## config.mk

```make
export PLATFORM = sky130hd
export DESIGN_NAME = gol_frame_reader_flat
export DESIGN_NICKNAME = d
export VERILOG_FILES = /design/src/rtl/gol_pkg.sv /design/src/rtl/gol_frame_reader_if.sv /design/src/rtl/gol_row_popcount.sv /design/src/rtl/gol_frame_reader.sv /design/src/flat_wrapper.sv
export SDC_FILE = /design/constraint.sdc
export NUM_CORES = 1
export LEC_CHECK = 0
export ABC_AREA = 1
export BUFFER_PORTS_ARGS = -buffer_cell sky130_fd_sc_hd__buf_2
export CORE_ASPECT_RATIO = 0.8
export CORE_MARGIN = 3
export CORE_UTILIZATION = 30
export DETAILED_ROUTE_END_ITERATION = 8
export PLACE_DENSITY_LB_ADDON = 0.08
export SLEW_MARGIN = 20
export SYNTH_ARGS = -nofsm -noshare
export SYNTH_HDL_FRONTEND = slang
export SYNTH_SLANG_ARGS = --single-unit
```

## constraint.sdc

```tcl
create_clock -name i_clk -period 11.2 [get_ports i_clk]
set_input_delay 0.56 -clock i_clk [delete_from_list [all_inputs] [get_ports i_clk]]
set_output_delay 0.56 -clock i_clk [all_outputs]
set_load 0.01 [all_outputs]
```

## src/rtl/gol_pkg.sv

```systemverilog
// Shared game-of-life definitions: default grid size, cell indexing,
// population width and the frame reader state encoding.
package gol_pkg;

  localparam int DEFAULT_SIZE = 8;
  localparam int POP_W        = $clog2(DEFAULT_SIZE * DEFAULT_SIZE + 1);

  typedef enum logic {
    ST_IDLE = 1'b0,
    ST_SEND = 1'b1
  } state_t;

  // Bits needed to count every live cell of a size x size board.
  function automatic int pop_width(input int size);
    return $clog2(size * size + 1);
  endfunction

  // Flattened index of cell (x,y); coordinates wrap around the torus.
  function automatic int cell_index(input int x, input int y, input int size);
    int xw;
    int yw;
    xw = ((x % size) + size) % size;
    yw = ((y % size) + size) % size;
    return xw + yw * size;
  endfunction

endpackage

```

## src/rtl/gol_frame_reader_if.sv

```systemverilog
// Board capture input and row stream output of the frame reader.
// master = frame reader, slave = grid/downstream side.
interface gol_frame_reader_if
  import gol_pkg::*;
#(
  parameter int SIZE   = DEFAULT_SIZE,
  parameter int GEN_W  = 16,
  parameter int DROP_W = 8
);
  localparam int IDX_W = (SIZE > 1) ? $clog2(SIZE) : 1;
  localparam int PW    = pop_width(SIZE);

  logic [SIZE*SIZE-1:0] i_board;
  logic                 i_board_valid;
  logic                 i_ready;
  logic                 o_valid;
  logic [SIZE-1:0]      o_row;
  logic [IDX_W-1:0]     o_row_idx;
  logic                 o_sof;
  logic                 o_eof;
  logic [GEN_W-1:0]     o_gen;
  logic [PW-1:0]        o_pop;
  logic                 o_stable;
  logic                 o_empty;
  logic                 o_frame_done;
  logic [DROP_W-1:0]    o_drop_cnt;

  modport master (
    input  i_board, i_board_valid, i_ready,
    output o_valid, o_row, o_row_idx, o_sof, o_eof, o_gen, o_pop,
           o_stable, o_empty, o_frame_done, o_drop_cnt
  );

  modport slave (
    output i_board, i_board_valid, i_ready,
    input  o_valid, o_row, o_row_idx, o_sof, o_eof, o_gen, o_pop,
           o_stable, o_empty, o_frame_done, o_drop_cnt
  );
endinterface

```

## src/rtl/gol_row_popcount.sv

```systemverilog
// Combinational count of live cells in one board row.
module gol_row_popcount #(
  parameter int SIZE  = 8,
  parameter int CNT_W = $clog2(SIZE + 1)
) (
  input  logic [SIZE-1:0]  row,
  output logic [CNT_W-1:0] count
);

  always_comb begin
    count = '0;
    for (int i = 0; i < SIZE; i++) begin
      count = count + CNT_W'(row[i]);
    end
  end

endmodule

```

## src/rtl/gol_frame_reader.sv

```systemverilog
// Captures a board snapshot per generation strobe and streams it out one row
// per valid/ready beat, tracking generation, population and drop metadata.
module gol_frame_reader
  import gol_pkg::*;
#(
  parameter int SIZE   = DEFAULT_SIZE,
  parameter int GEN_W  = 16,
  parameter int DROP_W = 8
) (
  input  logic               i_clk,
  input  logic               i_reset,
  gol_frame_reader_if.master bus
);

  localparam int IDX_W  = (SIZE > 1) ? $clog2(SIZE) : 1;
  localparam int CNT_W  = pop_width(SIZE);
  localparam int RCNT_W = $clog2(SIZE + 1);

  state_t               state_reg, state_next;
  logic [SIZE*SIZE-1:0] snap_reg;
  logic [SIZE*SIZE-1:0] prev_reg;
  logic                 prev_valid_reg;
  logic [GEN_W-1:0]     gen_reg;
  logic [IDX_W-1:0]     row_idx_reg;
  logic [CNT_W-1:0]     acc_reg;
  logic [CNT_W-1:0]     pop_reg;
  logic                 empty_reg;
  logic                 stable_reg;
  logic                 frame_done_reg;
  logic [DROP_W-1:0]    drop_reg;

  logic [SIZE-1:0]   rows [SIZE];
  logic [SIZE-1:0]   row_cur;
  logic [RCNT_W-1:0] row_pop;
  logic [CNT_W-1:0]  acc_sum;
  logic              sending;
  logic              accept_last;
  logic              load;
  logic              drop;

  generate
    for (genvar gi = 0; gi < SIZE; gi++) begin : g_rows
      assign rows[gi] = snap_reg[cell_index(0, gi, SIZE) +: SIZE];
    end
  endgenerate

  assign row_cur = rows[row_idx_reg];

  gol_row_popcount #(.SIZE(SIZE), .CNT_W(RCNT_W)) u_popcount (
    .row   (row_cur),
    .count (row_pop)
  );

  assign sending     = (state_reg == ST_SEND);
  assign acc_sum     = acc_reg + CNT_W'(row_pop);
  assign accept_last = sending && bus.i_ready && (row_idx_reg == IDX_W'(SIZE - 1));
  // A strobe landing on the final accept starts the next frame with no bubble.
  assign load        = bus.i_board_valid && (!sending || accept_last);
  assign drop        = bus.i_board_valid && sending && !accept_last;

  always_comb begin
    state_next = state_reg;
    case (state_reg)
      ST_IDLE: if (load) state_next = ST_SEND;
      ST_SEND: if (accept_last) state_next = load ? ST_SEND : ST_IDLE;
      default: state_next = ST_IDLE;
    endcase
  end

  always_ff @(posedge i_clk) begin
    if (i_reset) begin
      state_reg      <= ST_IDLE;
      snap_reg       <= '0;
      prev_reg       <= '0;
      prev_valid_reg <= 1'b0;
      gen_reg        <= '0;
      row_idx_reg    <= '0;
      acc_reg        <= '0;
      pop_reg        <= '0;
      empty_reg      <= 1'b0;
      stable_reg     <= 1'b0;
      frame_done_reg <= 1'b0;
      drop_reg       <= '0;
    end else begin
      state_reg      <= state_next;
      frame_done_reg <= accept_last;
      if (sending && bus.i_ready) begin
        acc_reg     <= acc_sum;
        row_idx_reg <= accept_last ? '0 : row_idx_reg + IDX_W'(1);
      end
      if (accept_last) begin
        pop_reg   <= acc_sum;
        empty_reg <= (acc_sum == '0);
      end
      // Placed after the row update so a new frame restarts the row counter.
      if (load) begin
        snap_reg       <= bus.i_board;
        stable_reg     <= prev_valid_reg && (bus.i_board == prev_reg);
        prev_reg       <= bus.i_board;
        prev_valid_reg <= 1'b1;
        gen_reg        <= gen_reg + GEN_W'(1);
        acc_reg        <= '0;
        row_idx_reg    <= '0;
      end
      if (drop && (drop_reg != {DROP_W{1'b1}})) begin
        drop_reg <= drop_reg + DROP_W'(1);
      end
    end
  end

  assign bus.o_valid      = sending;
  assign bus.o_row        = sending ? row_cur : '0;
  assign bus.o_row_idx    = row_idx_reg;
  assign bus.o_sof        = sending && (row_idx_reg == '0);
  assign bus.o_eof        = sending && (row_idx_reg == IDX_W'(SIZE - 1));
  assign bus.o_gen        = gen_reg;
  assign bus.o_pop        = pop_reg;
  assign bus.o_stable     = stable_reg;
  assign bus.o_empty      = empty_reg;
  assign bus.o_frame_done = frame_done_reg;
  assign bus.o_drop_cnt   = drop_reg;

endmodule
```

## src/flat_wrapper.sv

```systemverilog
// flat-port wrapper written by rule: the top's interface ports become plain ports
module gol_frame_reader_flat import gol_pkg::*;
#(
  parameter int SIZE   = DEFAULT_SIZE,
  parameter int GEN_W  = 16,
  parameter int DROP_W = 8
)
  (i_clk, i_reset, bus_i_board, bus_i_board_valid, bus_i_ready, bus_o_valid, bus_o_row, bus_o_row_idx, bus_o_sof, bus_o_eof, bus_o_gen, bus_o_pop, bus_o_stable, bus_o_empty, bus_o_frame_done, bus_o_drop_cnt);
  gol_frame_reader_if #(.SIZE(SIZE), .GEN_W(GEN_W), .DROP_W(DROP_W)) bus_i ();
  input  logic i_clk;
  input  logic i_reset;
  input wire logic [$bits(bus_i.i_board)-1:0] bus_i_board;
  input wire logic [$bits(bus_i.i_board_valid)-1:0] bus_i_board_valid;
  input wire logic [$bits(bus_i.i_ready)-1:0] bus_i_ready;
  output wire logic [$bits(bus_i.o_valid)-1:0] bus_o_valid;
  output wire logic [$bits(bus_i.o_row)-1:0] bus_o_row;
  output wire logic [$bits(bus_i.o_row_idx)-1:0] bus_o_row_idx;
  output wire logic [$bits(bus_i.o_sof)-1:0] bus_o_sof;
  output wire logic [$bits(bus_i.o_eof)-1:0] bus_o_eof;
  output wire logic [$bits(bus_i.o_gen)-1:0] bus_o_gen;
  output wire logic [$bits(bus_i.o_pop)-1:0] bus_o_pop;
  output wire logic [$bits(bus_i.o_stable)-1:0] bus_o_stable;
  output wire logic [$bits(bus_i.o_empty)-1:0] bus_o_empty;
  output wire logic [$bits(bus_i.o_frame_done)-1:0] bus_o_frame_done;
  output wire logic [$bits(bus_i.o_drop_cnt)-1:0] bus_o_drop_cnt;
  assign bus_i.i_board = bus_i_board;
  assign bus_i.i_board_valid = bus_i_board_valid;
  assign bus_i.i_ready = bus_i_ready;
  assign bus_o_valid = bus_i.o_valid;
  assign bus_o_row = bus_i.o_row;
  assign bus_o_row_idx = bus_i.o_row_idx;
  assign bus_o_sof = bus_i.o_sof;
  assign bus_o_eof = bus_i.o_eof;
  assign bus_o_gen = bus_i.o_gen;
  assign bus_o_pop = bus_i.o_pop;
  assign bus_o_stable = bus_i.o_stable;
  assign bus_o_empty = bus_i.o_empty;
  assign bus_o_frame_done = bus_i.o_frame_done;
  assign bus_o_drop_cnt = bus_i.o_drop_cnt;
  gol_frame_reader #(.SIZE(SIZE), .GEN_W(GEN_W), .DROP_W(DROP_W)) u_core (.i_clk(i_clk), .i_reset(i_reset), .bus(bus_i));
endmodule
```

# Word level (Yosys, flattened, before mapping)
# Cells that the tools add are included.
# Widths: inputs -> output; s select.
dict set report totals {
  reg_bits 110
  output_inout_bits 48
  wordCells 51
}
dict set report classes {
  add_sub_neg 11
  order_cmp 1
  eq_ne 3
  mux 8
  bitwise 2
  n_reduce_logical 15
}
# operator count
set op_table {}
lappend op_table {{$eq 64x64->1} 1}
lappend op_table {{$bmux 8 s3} 1}
lappend op_table {{$mux 8} 3}
lappend op_table {{$add 16x1->16 const B} 1}
lappend op_table {{$add 4x1->4} 4}
lappend op_table {{$logic_and 1x1->1} 9}
lappend op_table {{$add 8x1->8 const B} 1}
lappend op_table {{$ne 8x8->1 const B} 1}
lappend op_table {{$add 7x4->7} 1}
lappend op_table {{$logic_not 7->1} 1}
lappend op_table {{$add 3x1->4} 1}
lappend op_table {{$ge 4x4->1 const B} 1}
lappend op_table {{$not 3->4} 1}
lappend op_table {{$add 2x1->3} 1}
lappend op_table {{$add 3x1->3 const B} 1}
lappend op_table {{$eq 3x3->1 const B} 1}
lappend op_table {{$logic_not 3->1} 1}
lappend op_table {{$mux 3} 1}
lappend op_table {{$add 1x1->2} 1}
lappend op_table {{$logic_not 1->1} 2}
lappend op_table {{$mux 1} 2}
lappend op_table {{$pmux 1 s2} 1}
lappend op_table {{$reduce_or 2->1} 1}
lappend op_table {{$logic_or 1x1->1} 1}
lappend op_table {{$not 1->1} 1}

# Longest topological paths before layout
dict set report logic_depth {
  word_depth 13
  depth_mapped 23
  mapped_depth_nobuf 21
}

# Cells and area by module
# From an unflattened synthesis, not the netlist that was laid out.
dict set report hier_totals {
  hier_cells 956
  hier_area_um2 6239.7
}
# mod n_inst cells_each area_each_um2 seq_area_each_um2
set by_module_without_submodules {}
lappend by_module_without_submodules {gol_frame_reader 1 927 6038.3 2202.1}
lappend by_module_without_submodules {gol_row_popcount 1 29 201.4 0.0}

# Least setup slack after synthesis
# No wires, ideal clock.
dict set report synth_path {
  path_kind {register -> register}
  from {reg u_core.row_idx_reg[0], in the netlist u_core.bus.o_row_idx[0]}
  to {reg u_core.empty_reg, in the netlist u_core.bus.o_empty}
  arrival_time_ns 4.303
  slack_ns 6.827
  stages_incl_launch_ff 20
  period_less_slack_ns 4.373
  path_cell_list {dfxtp_1 clkbuf_1 clkbuf_1 a21oi_1 o21ai_0 nand2_1 nand2_1 nand2_1 fa_1 fa_1 inv_1 fa_1 fa_1 fa_1 nand4_1 nor2_1 nand3_1 nor2_1 nand3_1 a21oi_1}
}
dict set report synth_between {
  elab_chain_len 13
  elab_cells_between_ends 15
}
# item line_no
set synth_lines {}
lappend synth_lines {{start: declaration} gol_frame_reader.sv:24} ;# logic [IDX_W-1:0] row_idx_reg;
lappend synth_lines {{start signal: assignment} gol_frame_reader.sv:89} ;# row_idx_reg <= accept_last ? '0 : row_idx_reg + IDX_W'(1);
lappend synth_lines {{$not 3->4 (not written as such)} gol_frame_reader.sv:47} ;# assign row_cur = rows[row_idx_reg];
lappend synth_lines {{$bmux 8 s3} gol_frame_reader.sv:47}
lappend synth_lines {{$mux 8 (not written as such) (2 in a row)} gol_frame_reader.sv:47}
lappend synth_lines {{$add 1x1->2} gol_row_popcount.sv:13} ;# count = count + CNT_W'(row[i]);
lappend synth_lines {{$add 2x1->3} gol_row_popcount.sv:13}
lappend synth_lines {{$add 3x1->4} gol_row_popcount.sv:13}
lappend synth_lines {{$add 4x1->4 (4 in a row)} gol_row_popcount.sv:13}
lappend synth_lines {{$add 7x4->7} gol_frame_reader.sv:55} ;# assign acc_sum = acc_reg + CNT_W'(row_pop);
lappend synth_lines {{$logic_not 7->1} gol_frame_reader.sv:93} ;# empty_reg <= (acc_sum == '0);
lappend synth_lines {{end signal: assignment} gol_frame_reader.sv:93}
lappend synth_lines {{end: declaration} gol_frame_reader.sv:27} ;# logic empty_reg;
# Several ways; a longest one is shown, not always the timed one. The select of a mux whose other input is x is not followed.
# A chain may end at the register's enable or synchronous reset.

# Worst setup path after layout
dict set report layout_path {
  from {reg u_core.row_idx_reg[1], in the netlist u_core.bus.o_row_idx[1]}
  to {reg u_core.empty_reg, in the netlist u_core.bus.o_empty}
}
# Same word-level chain as after synthesis.

==> impl_metrics.prom <==
# TYPE chip_impl_metric gauge
chip_impl_info{name="run_status",value="completed"} 1
chip_impl_metric{name="globalRouteTotalUtil",unit="%"} 18.52
chip_impl_metric{name="detail_route.vias_per_cell",unit=""} 4.602
chip_impl_metric{name="timing_hold_violations_final",unit=""} 0
chip_impl_metric{name="clock_latency",unit="ns"} 0.36
chip_impl_metric{name="power.ir.vdd_worst",unit="mV"} 0.06477
chip_impl_metric{name="arrival_time_of_the_worst_setup_path",unit="ns"} 5.25
chip_impl_metric{name="synth-warning-count",unit=""} 0
chip_impl_metric{name="number_of_antenna_violations_at_the_first_check_in_global_routing",unit=""} 0
chip_impl_metric{name="cts-buffers-inserted",unit=""} 9
chip_impl_metric{name="number_of_enable_flip_flop_cells_after_synthesis",unit=""} 0
chip_impl_metric{name="max_slew_margin",unit="%"} 42.17
chip_impl_metric{name="cts_hold_repair.buffers",unit=""} 0
chip_impl_metric{name="final.min_clock_period",unit="ns"} 4.962
chip_impl_metric{name="antennaDiodeCount",unit=""} 0
chip_impl_metric{name="die_h",unit="um"} 133.6
chip_impl_metric{name="io-pin-count",unit=""} 116
chip_impl_metric{name="seq_area_frac_synth",unit="%"} 36.09
chip_impl_metric{name="postSynthRegisterBits",unit=""} 110
chip_impl_metric{name="initial_utilization",unit="%"} 30.64
chip_impl_info{name="worst_setup_path_start_kind",value="flip-flop"} 1
chip_impl_metric{name="final.period_utilization",unit="%"} 44.31
chip_impl_metric{name="power.switching",unit="uW"} 280.8
chip_impl_metric{name="worst_skew",unit="ns"} 0.009610
chip_impl_metric{name="ff_latch_area",unit="sq um"} 2202
chip_impl_metric{name="power_report.internal_total",unit="uW"} 640.8
chip_impl_info{name="main_synth_ff_type",value="sky130_fd_sc_hd__dfxtp_1"} 1
chip_impl_metric{name="p_clk_share",unit="%"} 36.4
chip_impl_metric{name="worst-endpoint-required",unit="ns"} 11.49
chip_impl_info{name="yosys.cell_count.top_type",value="sky130_fd_sc_hd__nand2_1"} 1
chip_impl_metric{name="placement_rows",unit=""} 46
chip_impl_metric{name="dr.pass1.iters",unit=""} 4
chip_impl_info{name="holdCritPathClass",value="in -> reg"} 1
chip_impl_metric{name="max_cap_viol_count",unit=""} 0
chip_impl_metric{name="ctsResizeCount",unit=""} 0
chip_impl_info{name="cts_tree",value="built"} 1
chip_impl_metric{name="layout-drive-gt1-share",unit="%"} 14.45
chip_impl_info{name="rsz0062_at_grt",value="false"} 1
chip_impl_info{name="synthTopCellsByArea",value="sky130_fd_sc_hd__dfxtp_1 36%, sky130_fd_sc_hd__nand2_1 16%, sky130_fd_sc_hd__inv_1 9.4%, sky130_fd_sc_hd__o21ai_0 5.9%, sky130_fd_sc_hd__a21oi_1 5.7%"} 1
chip_impl_metric{name="worst-slew-pin-transition",unit="ns"} 0.8674
chip_impl_metric{name="total_power",unit="uW"} 921.6
chip_impl_metric{name="p_sw_share",unit="%"} 30.47
chip_impl_metric{name="drt-initial-drc-count",unit=""} 383
chip_impl_metric{name="core-area",unit="sq um"} 19910
chip_impl_metric{name="fmax",unit="GHz"} 0.2015
chip_impl_metric{name="cts_setup_buffers",unit=""} 0
chip_impl_metric{name="drt-total-wl",unit="mm"} 20.22
chip_impl_metric{name="wire_per_inst",unit="um"} 15.53
chip_impl_metric{name="clock_path_buffers",unit=""} 2
chip_impl_metric{name="yosysUniqueCellTypes",unit=""} 32
chip_impl_metric{name="fp.dieW",unit="um"} 165.5
chip_impl_metric{name="finalSetupViolations",unit=""} 0
chip_impl_metric{name="power-per-cell-area",unit="nW/um^2"} 128.2
chip_impl_metric{name="place_ws",unit="ns"} 6.280
chip_impl_metric{name="power_frac_comb",unit="%"} 17.8
chip_impl_metric{name="floorplan.die_area",unit="sq um"} 22100
chip_impl_metric{name="report.final.slew_viol_count",unit=""} 0
chip_impl_metric{name="grt_start_max_net_pins",unit=""} 70
chip_impl_metric{name="multi_input_area",unit="sq um"} 3154
chip_impl_metric{name="number_of_global_route_vias_before_repair",unit=""} 5518
chip_impl_metric{name="nets",unit=""} 1117
chip_impl_metric{name="critPathMaxFanout",unit=""} 19
chip_impl_metric{name="leakagePower",unit="nW"} 3.429
chip_impl_metric{name="detailed_route_via_count",unit=""} 5992
chip_impl_info{name="cp_cell_sequence",value="buf_4 > clkinv_1 > a21oi_1 > o21ai_0 > nand2_1 > nand2_1 > nand2_1 > fa_1 > fa_1 > inv_1 > fa_1 > fa_1 > fa_1 > nand4_1 > nor2_1 > nand3_1 > nor2_1 > nand3_1 > a21oi_1"} 1
chip_impl_metric{name="flip_flop_count_of_the_largest_register_all_copies_and_words_added",unit=""} 64
chip_impl_metric{name="drt_drc_violations_left",unit=""} 0
chip_impl_metric{name="layout-area-overhead-vs-synth",unit="%"} 17.76
chip_impl_metric{name="gp_routability_congestion",unit=""} 0.8419
chip_impl_metric{name="fillers",unit=""} 2275
chip_impl_metric{name="tns",unit="ns"} 0
chip_impl_info{name="cp_most_frequent_cell",value="sky130_fd_sc_hd__fa_1"} 1
chip_impl_metric{name="antenna_left",unit=""} 0
chip_impl_metric{name="worst_setup_hold_path_clk_slew",unit="ns"} 0.07
chip_impl_metric{name="remaining_overflow_grt",unit=""} 0
chip_impl_metric{name="synth.avg_cell_area",unit="sq um"} 6.526
chip_impl_info{name="timing.critical_path.to_type",value="flip-flop"} 1
chip_impl_metric{name="hpwlAfterDp",unit="mm"} 15.25
chip_impl_metric{name="cts_h_tree_depth",unit=""} 3
chip_impl_info{name="slowest_stage",value="sky130_fd_sc_hd__fa_1"} 1
chip_impl_metric{name="grt_pass1_wl",unit="mm"} 31.34
chip_impl_metric{name="share_of_synthesized_flip_flops_with_an_asynchronous_set_or_reset",unit="%"} 0
chip_impl_info{name="cts_root_buffer",value="sky130_fd_sc_hd__clkbuf_16"} 1
chip_impl_metric{name="setup_slack",unit="ns"} 6.238
chip_impl_info{name="setup.worst_path.class",value="reg -> reg"} 1
chip_impl_metric{name="synthesis.nets",unit=""} 1019
chip_impl_info{name="netlist_top_cells_count",value="255 x sky130_fd_sc_hd__nand2_1, 152 x sky130_fd_sc_hd__inv_1, 110 x sky130_fd_sc_hd__dfxtp_1, 72 x sky130_fd_sc_hd__o21ai_0, 70 x sky130_fd_sc_hd__nor2_1"} 1
chip_impl_metric{name="synth.top_cell.area_share",unit="%"} 36.09
chip_impl_metric{name="fin_util",unit="%"} 36.08
chip_impl_metric{name="netlist_instances",unit=""} 935
chip_impl_info{name="synth_area_leader_cell",value="sky130_fd_sc_hd__dfxtp_1"} 1
chip_impl_metric{name="seqPwrFrac",unit="%"} 45.8
chip_impl_metric{name="port_buffers",unit=""} 115
chip_impl_metric{name="cpPeakStageDelay",unit="ns"} 0.51
chip_impl_metric{name="tritoncts_num_sinks",unit=""} 110
chip_impl_metric{name="netlist_area",unit="sq um"} 6102
[power by group through the flow]
stage / Clock [mW] / Sequential [mW] / Combinational [mW]
final: 0.335 / 0.422 / 0.164
after global routing: 0.362 / 0.425 / 0.188
after CTS: 0.350 / 0.422 / 0.165
after detailed placement: 0 / 0.431 / 0.164
after global placement: 0 / 0.432 / 0.165
after floorplan: 0 / 0.427 / 0.109
[critical path, delay by kind of cell (launching register included)]
family,cells,cell delay (ns)
buf+inv,3,0.80
flops,1,0.31
fa+ha+maj,5,2.43
compound gates,3,0.54
simple gates,8,0.81
[per-layer routing]
| layer | part of all wire, % | track usage [%] | wire (um) |
|---|---|---|---|
| met3 | 5.5 | 4.103 | 1112 |
| met2 | 39 | 24.94 | 7987 |
| met1 | 54 | 29.92 | 10990 |
| met5 | 0 | 0 | 0 |
| met4 | 0.67 | 3.095 | 136 |
[layout by cell type (no fill, tap or decap), types with 2 or more instances in the layout]
master | synthesis | layout
sky130_fd_sc_hd__a211oi_1 | 3 | 3
sky130_fd_sc_hd__a21oi_1 | 69 | 69
sky130_fd_sc_hd__buf_2 | 9 | 115
sky130_fd_sc_hd__buf_4 | 0 | 3
sky130_fd_sc_hd__clkbuf_16 | 0 | 9
sky130_fd_sc_hd__clkinv_1 | 2 | 2
sky130_fd_sc_hd__clkinvlp_4 | 0 | 4
sky130_fd_sc_hd__dfxtp_1 | 110 | 110
sky130_fd_sc_hd__fa_1 | 5 | 5
sky130_fd_sc_hd__ha_1 | 11 | 11
sky130_fd_sc_hd__inv_1 | 152 | 152
sky130_fd_sc_hd__inv_2 | 6 | 6
sky130_fd_sc_hd__nand2_1 | 255 | 255
sky130_fd_sc_hd__nand2_4 | 4 | 5
sky130_fd_sc_hd__nand3_1 | 51 | 51
sky130_fd_sc_hd__nand4_1 | 8 | 8
sky130_fd_sc_hd__nor2_1 | 70 | 70
sky130_fd_sc_hd__nor2_4 | 2 | 2
sky130_fd_sc_hd__nor2_8 | 2 | 2
sky130_fd_sc_hd__nor3_1 | 7 | 7
sky130_fd_sc_hd__o21ai_0 | 72 | 72
sky130_fd_sc_hd__o21ai_1 | 2 | 2
sky130_fd_sc_hd__o22ai_1 | 50 | 50
sky130_fd_sc_hd__xnor2_1 | 9 | 9
sky130_fd_sc_hd__xor2_1 | 6 | 6
[cell type report]
| class | instances | area share [%] |
|---|---|---|
| tap | 264 | 4.597 |
| clock inverter | 6 | 0.9925 |
| sequential | 110 | 30.65 |
| multi-input combinational | 634 | 43.90 |
| inverter | 160 | 8.358 |
| timing repair buffer | 118 | 8.323 |
| clock buffer | 10 | 3.186 |
[per-stage QoR]
step           hold WS (ns)  instance area, sq um  instances
6_report             0.4553                  7186       1302
5_1_grt              0.4614                  7186       1302
4_1_cts              0.4361                  7181       1302
3_5_place_dp         0.4523                  6880       1286
3_3_place_gp         0.4449                  6880       1286
2_1_floorplan        0.4365                  6102        935
[worst paths after layout]
kind	start	endpoint	slack [ns]	depth (start not counted)
max	u_core.bus.o_row_idx[1]	u_core.bus.o_empty	6.24	19
min	bus_i_board[2]	u_core.prev_reg[2]	0.46	3
max reg2reg	u_core.bus.o_row_idx[1]	u_core.bus.o_empty	6.24	19
min reg2reg	u_core.prev_valid_reg	u_core.prev_valid_reg	0.46	2
[cell families after synthesis]
| logic type | after synthesis | share of synthesized area, % |
|---|---|---|
| AND/OR/NAND/NOR | 403 | 27.82 |
| AO/OA/AOI/OAI | 200 | 17.74 |
| buffers and inverters | 191 | 12.30 |
| flip-flops | 110 | 36.09 |
| adder cells (fa/ha/maj) | 16 | 3.896 |
| XOR/XNOR | 15 | 2.153 |
No activity file was read; power rests on OpenSTA's default activity.
